### src/rtl/tt_characterizer.sv
// Truth-table extractor: sweeps every input vector through an attached combinational
// gate, samples its output after a settle window and compares the table with a reference.
//
// state   | meaning
// --------+-----------------------------------------------------------
// S_IDLE  | guc_in parked at 0; waits for start; holds last result
// S_SWEEP | drives idx to the gate, captures one table bit per vector
module tt_characterizer #(
    parameter int N_IN   = 4,
    parameter int SETTLE = 2
) (
    input  logic                 clk,
    input  logic                 rst_n,
    input  logic                 start,
    input  logic                 abort,
    input  logic [2**N_IN-1:0]   expected_tt,
    output logic [N_IN-1:0]      guc_in,
    input  logic                 guc_out,
    output logic                 busy,
    output logic                 done,
    output logic [2**N_IN-1:0]   tt,
    output logic                 tt_valid,
    output logic                 match
);
    localparam int TW = 2**N_IN;
    localparam logic [0:0]      S_IDLE   = 1'b0;
    localparam logic [0:0]      S_SWEEP  = 1'b1;
    localparam logic [3:0]      SETTLE_C = 4'(SETTLE);
    localparam logic [N_IN-1:0] IDX_LAST = {N_IN{1'b1}};

    logic [0:0]      state;
    logic [N_IN-1:0] idx;
    logic [3:0]      cnt;
    logic [TW-1:0]   exp_q;
    logic [TW-1:0]   tt_next;

    // Table as it will look after this cycle's capture; used for the final compare.
    always_comb begin
        tt_next      = tt;
        tt_next[idx] = guc_out;
    end

    assign busy   = (state == S_SWEEP);
    assign guc_in = (state == S_SWEEP) ? idx : '0;

    always_ff @(posedge clk or negedge rst_n) begin
        if (!rst_n) begin
            state    <= S_IDLE;
            idx      <= '0;
            cnt      <= '0;
            exp_q    <= '0;
            tt       <= '0;
            tt_valid <= 1'b0;
            match    <= 1'b0;
            done     <= 1'b0;
        end else begin
            done <= 1'b0;
            case (state)
                S_IDLE: begin
                    if (start) begin
                        exp_q    <= expected_tt;
                        idx      <= '0;
                        cnt      <= '0;
                        tt       <= '0;
                        tt_valid <= 1'b0;
                        match    <= 1'b0;
                        state    <= S_SWEEP;
                    end
                end
                S_SWEEP: begin
                    // abort takes priority over a coinciding final capture
                    if (abort) begin
                        state <= S_IDLE;
                    end else if (cnt == SETTLE_C) begin
                        tt  <= tt_next;
                        idx <= idx + 1'b1;
                        cnt <= '0;
                        if (idx == IDX_LAST) begin
                            state    <= S_IDLE;
                            tt_valid <= 1'b1;
                            done     <= 1'b1;
                            match    <= (tt_next == exp_q);
                        end
                    end else begin
                        cnt <= cnt + 1'b1;
                    end
                end
                default: state <= S_IDLE;
            endcase
        end
    end
endmodule

### config.mk
export PLATFORM = sky130hd
export DESIGN_NAME = tt_characterizer
export DESIGN_NICKNAME = d
export VERILOG_FILES = /design/src/rtl/tt_characterizer.sv
export SDC_FILE = /design/constraint.sdc
export NUM_CORES = 1
export LEC_CHECK = 0
export ABC_AREA = 1
export BUFFER_PORTS_ARGS = -buffer_cell sky130_fd_sc_hd__buf_2
export CORE_ASPECT_RATIO = 1.25
export CORE_MARGIN = 1.5
export CORE_UTILIZATION = 50
export DETAILED_ROUTE_END_ITERATION = 6
export PLACE_DENSITY_LB_ADDON = 0.25
export SYNTH_ARGS = -nofsm -noshare
export SYNTH_HDL_FRONTEND = slang
export SYNTH_SLANG_ARGS = --single-unit
export TNS_END_PERCENT = 1
### constraint.sdc
create_clock -name clk -period 1.5 [get_ports clk]
set_input_delay 0.15 -clock clk [delete_from_list [all_inputs] [get_ports clk]]
set_output_delay 0.15 -clock clk [all_outputs]
set_load 0.005 [all_outputs]
==> out/summary.md <==
The run finished, with violations left. The final reports fail on setup timing. The critical path goes through inv_4 -> ha_4 -> inv_1 -> o21ai_2 -> nand2_1 -> nand2_1 -> nand2_1 -> inv_1 -> nand2_1 -> nor2_1 -> nand3_1 -> nand2_1. Clock tree synthesis found a total of 44 sinks.

The most common cell type on the critical path is sky130_fd_sc_hd__nand2_1. The endpoint identified for the worst register-to-register timing path is match. The classification of the worst-slack hold path is in2reg.

Row generation in the floorplan step produced 29 rows. The largest total area in the synthesized netlist belongs to sky130_fd_sc_hd__dfrtp_1. 45 I/O pins were placed.

For the area of the core, the log shows 5010 um2. The via density per instance is 5.35, and the shortest clock period the worst path allows after layout is 1.61 ns. The tools report the relative slew slack as 0.698.

The worst register-to-register path begins at idx[1]. The tools report the startpoint of the worst hold path as expected_tt[1]. Counting every instance in the synthesized netlist gives 346.

Data on the critical path is required at its endpoint by 1.75 ns. The cell area that synthesis handed to floorplanning was 2570 um2. For this run, the top clock speed supported by timing is 0.622 GHz.

The most critical setup path has its startpoint at idx[1]. Final number of max-transition violations: 0. Before antenna repair, the detailed router went through 4 iterations. Relative to the synthesized area, the layout overhead comes to 29.8%. The number of cells in the design after placement is 472, and the overall overflow remaining after global route is 0.

The logs give 0 for the count of nets left with antenna violations after detail routing and 0 for the max-cap check violation count. The worst setup path is launched from a flop. The first global-routing pass estimated 11.5 mm of wire. For the worst endpoint data arrival time, the log shows 1.86 ns.

For the setup clock skew after layout, the log shows 0.00903 ns. In this run the number of H-tree levels came out at 2. CTS placed an instance of sky130_fd_sc_hd__clkbuf_8 at the clock tree root. Wires add up to 6.93 mm. Setup total negative slack on the finished layout was measured at -0.247 ns. Entering global routing, the biggest net connects 28 pins. After the first detailed-routing iteration, the DRC count stood at 115.

The share of cells above drive strength 1 works out to 0.290. TritonCTS built the clock tree. For this block, the via count after detailed routing is 2599. For this run, design rule violations remaining after detail routing come to 0. Final hold analysis gives a worst-case slack of 0.0306 ns. The largest fanout of any net on the critical path came out at 5. The post-DP HPWL is 4.86 mm. For the setup slack on the worst flop-to-flop path, the log shows -0.11 ns. The mean post-synth cell area came out at 7.42 um2.

The nature of the critical path endpoint was a flop. Length in cells of the worst reg-to-reg path: 12. The y dimension of the die is 83.1 um, and the worst slack at placement is -0.193 ns. The congestion estimate from routability-driven global placement came to 0.900. TritonCTS created 5 clock buffers.

For this run, the number of Yosys warnings is 0. The run gives 0 as the number of diodes. The logs give 0 for the final hold violation count and 0.31 ns for the later-pin clock latency in the skew report. The total track usage is 0.271, and the count of state elements after synthesis is 44. For the number of antenna violations at the first check in global routing, the log shows 0. The slew of the pin with the lowest slew margin was 0.453 ns; the total leakage power was 1.72 nW. Worst setup margin: -0.107 ns. The largest incremental delay on the critical path was 0.48 ns; the sequential fraction of the synthesis area was 0.429. The area fraction of the dominant cell type after synthesis was 0.429.

The per-cell routed wire length came out at 14.3 um. The standard cell with the maximum stage delay on the critical path is sky130_fd_sc_hd__dfrtp_2. IR analysis of the VDD net gives a maximum drop of 706 uV. The die is 67.1 um wide.

Setup repair after global routing could not meet its margin everywhere. The final layout contains 452 nets. The most critical setup path has its endpoint at match.

In this run the power density over the cells is 1070 nW/um2. Setup violations remaining at the end of the flow were counted as 3. The post-synthesis cell type count is 26, and the die area is 5580 um2. The tools report the initial core utilization as 0.513. Once layout is complete, the cells apart from fillers number 486.

Clock-pin transition on the worst setup and hold timing paths: 0.09 ns. Sorting the synthesized cells by area gives the leading types as sky130_fd_sc_hd__dfrtp_1 (43%), sky130_fd_sc_hd__nand2_1 (16%), sky130_fd_sc_hd__nand3_1 (8.0%). Fill cells in the final layout number 435. When the netlist entered floorplanning its net count stood at 375. Worst setup path category: reg2reg.

The share of the clock period used by the worst path is 1.07, and the buffer levels on the longest clock path is 2. During placement, the flow inserted port buffers numbering 44. The number of global-route vias before repair was 2511.
how the worst min path moves through the flow:
stage	end	slack, ns	depth (start not counted)
finish	exp_q[1]	0.03	3
global route	exp_q[2]	0.03	3
CTS	exp_q[1]	0.03	3
detailed placement	exp_q[1]	0.13	1
global placement	exp_q[2]	0.12	1
floorplan	busy	-0.15	0
what timing repair did:
item	4_1_cts	5_1_grt
endpoints found under the hold margin	17	0
hold buffers	1	0
pin swaps	7	3
setup endpoints to repair	6	10
setup buffers	4	1
gates resized for setup	28	13
per-stage QoR:
step                      cell area [um2]   util  power, mW
after global routing                 3330  0.666       3.80
final                                3330  0.666       3.57
after global placement               3040  0.607       2.51
after CTS                            3290  0.657       3.52
after detailed placement             3040  0.607       2.55
after floorplan                      2570      -       2.12
flip-flops by register name, summed over array words and instances, names as in the netlist:
register	flops
tt	16
match	1
idx	4
tt_valid	1
exp_q	16
busy	1
done	1
cnt	4
placed cells by master (no fill, tap or decap), types with 2 or more instances in the layout:
cell	Yosys	routed
sky130_fd_sc_hd__a21oi_1	3	3
sky130_fd_sc_hd__a32o_1	4	4
sky130_fd_sc_hd__buf_2	3	44
sky130_fd_sc_hd__buf_4	3	33
sky130_fd_sc_hd__buf_6	3	4
sky130_fd_sc_hd__clkbuf_8	0	6
sky130_fd_sc_hd__dfrtp_1	44	42
sky130_fd_sc_hd__dfrtp_2	0	2
sky130_fd_sc_hd__ha_1	8	2
sky130_fd_sc_hd__ha_4	0	5
sky130_fd_sc_hd__inv_1	49	45
sky130_fd_sc_hd__inv_2	4	5
sky130_fd_sc_hd__inv_4	0	3
sky130_fd_sc_hd__nand2_1	108	104
sky130_fd_sc_hd__nand2_2	1	4
sky130_fd_sc_hd__nand2_4	2	3
sky130_fd_sc_hd__nand3_1	41	36
sky130_fd_sc_hd__nand3_2	0	4
sky130_fd_sc_hd__nand3b_1	3	3
sky130_fd_sc_hd__nand4_1	9	9
sky130_fd_sc_hd__nor2_1	13	12
sky130_fd_sc_hd__nor2_2	2	2
sky130_fd_sc_hd__nor2_4	1	2
sky130_fd_sc_hd__o211ai_1	2	2
sky130_fd_sc_hd__o21ai_0	20	16
sky130_fd_sc_hd__o21ai_1	2	4
sky130_fd_sc_hd__o21ai_2	0	2
sky130_fd_sc_hd__o22ai_1	13	13
sky130_fd_sc_hd__xor2_1	2	2
Yosys cell counts (all sizes together):
cell    instances
nand3b          3
o22ai          13
dfrtp          44
nand2         111
inv            53
nor2           16
nand4           9
a32o            4
ha              8
o21ai          22
nand3          41
a21oi           3
clkbuf          4
o211ai          2
xor2            2
nor3            1
a31oi           1
buf             9
critical path: cells and delay by family (launching register included):
family                     cells  cell delay [ns]
AOI/OAI and AO/OA              1             0.13
adders and majority gates      1             0.15
buffers and inverters          3             0.26
DFF                            1             0.48
and+or+nand+nor                7             0.52
cells by family after synthesis:
group | synth area share
compound gates | 0.104
xor+xnor | 0.00682
buf+inv | 0.111
fa+ha+maj | 0.0390
simple gates | 0.310
flops | 0.429
routing by layer:
metal,track usage,vias to the layer above,routed length [um]
met5,0,-,0
met1,0.335,1212,2780
met2,0.454,95,3490
met4,0.117,0,226
met3,0.0474,22,429
li1,-,1270,-
where the power goes:
part / switching, mW / internal (mW)
registers: 0.134 / 1.34
clock network: 0.423 / 0.375
logic: 0.755 / 0.546
total: 1.31 / 2.26
layout make-up:
cell class	instances	area (um2)	share of cell area
clock buffer	7	86.3	0.0259
clock inverter	1	7.51	0.00225
inverter	53	206	0.0619
multi-input combinational	236	1310	0.393
sequential	44	1100	0.331
tap	62	77.6	0.0233
timing repair buffer	83	543	0.163
(Power assumes the default switching activity.)
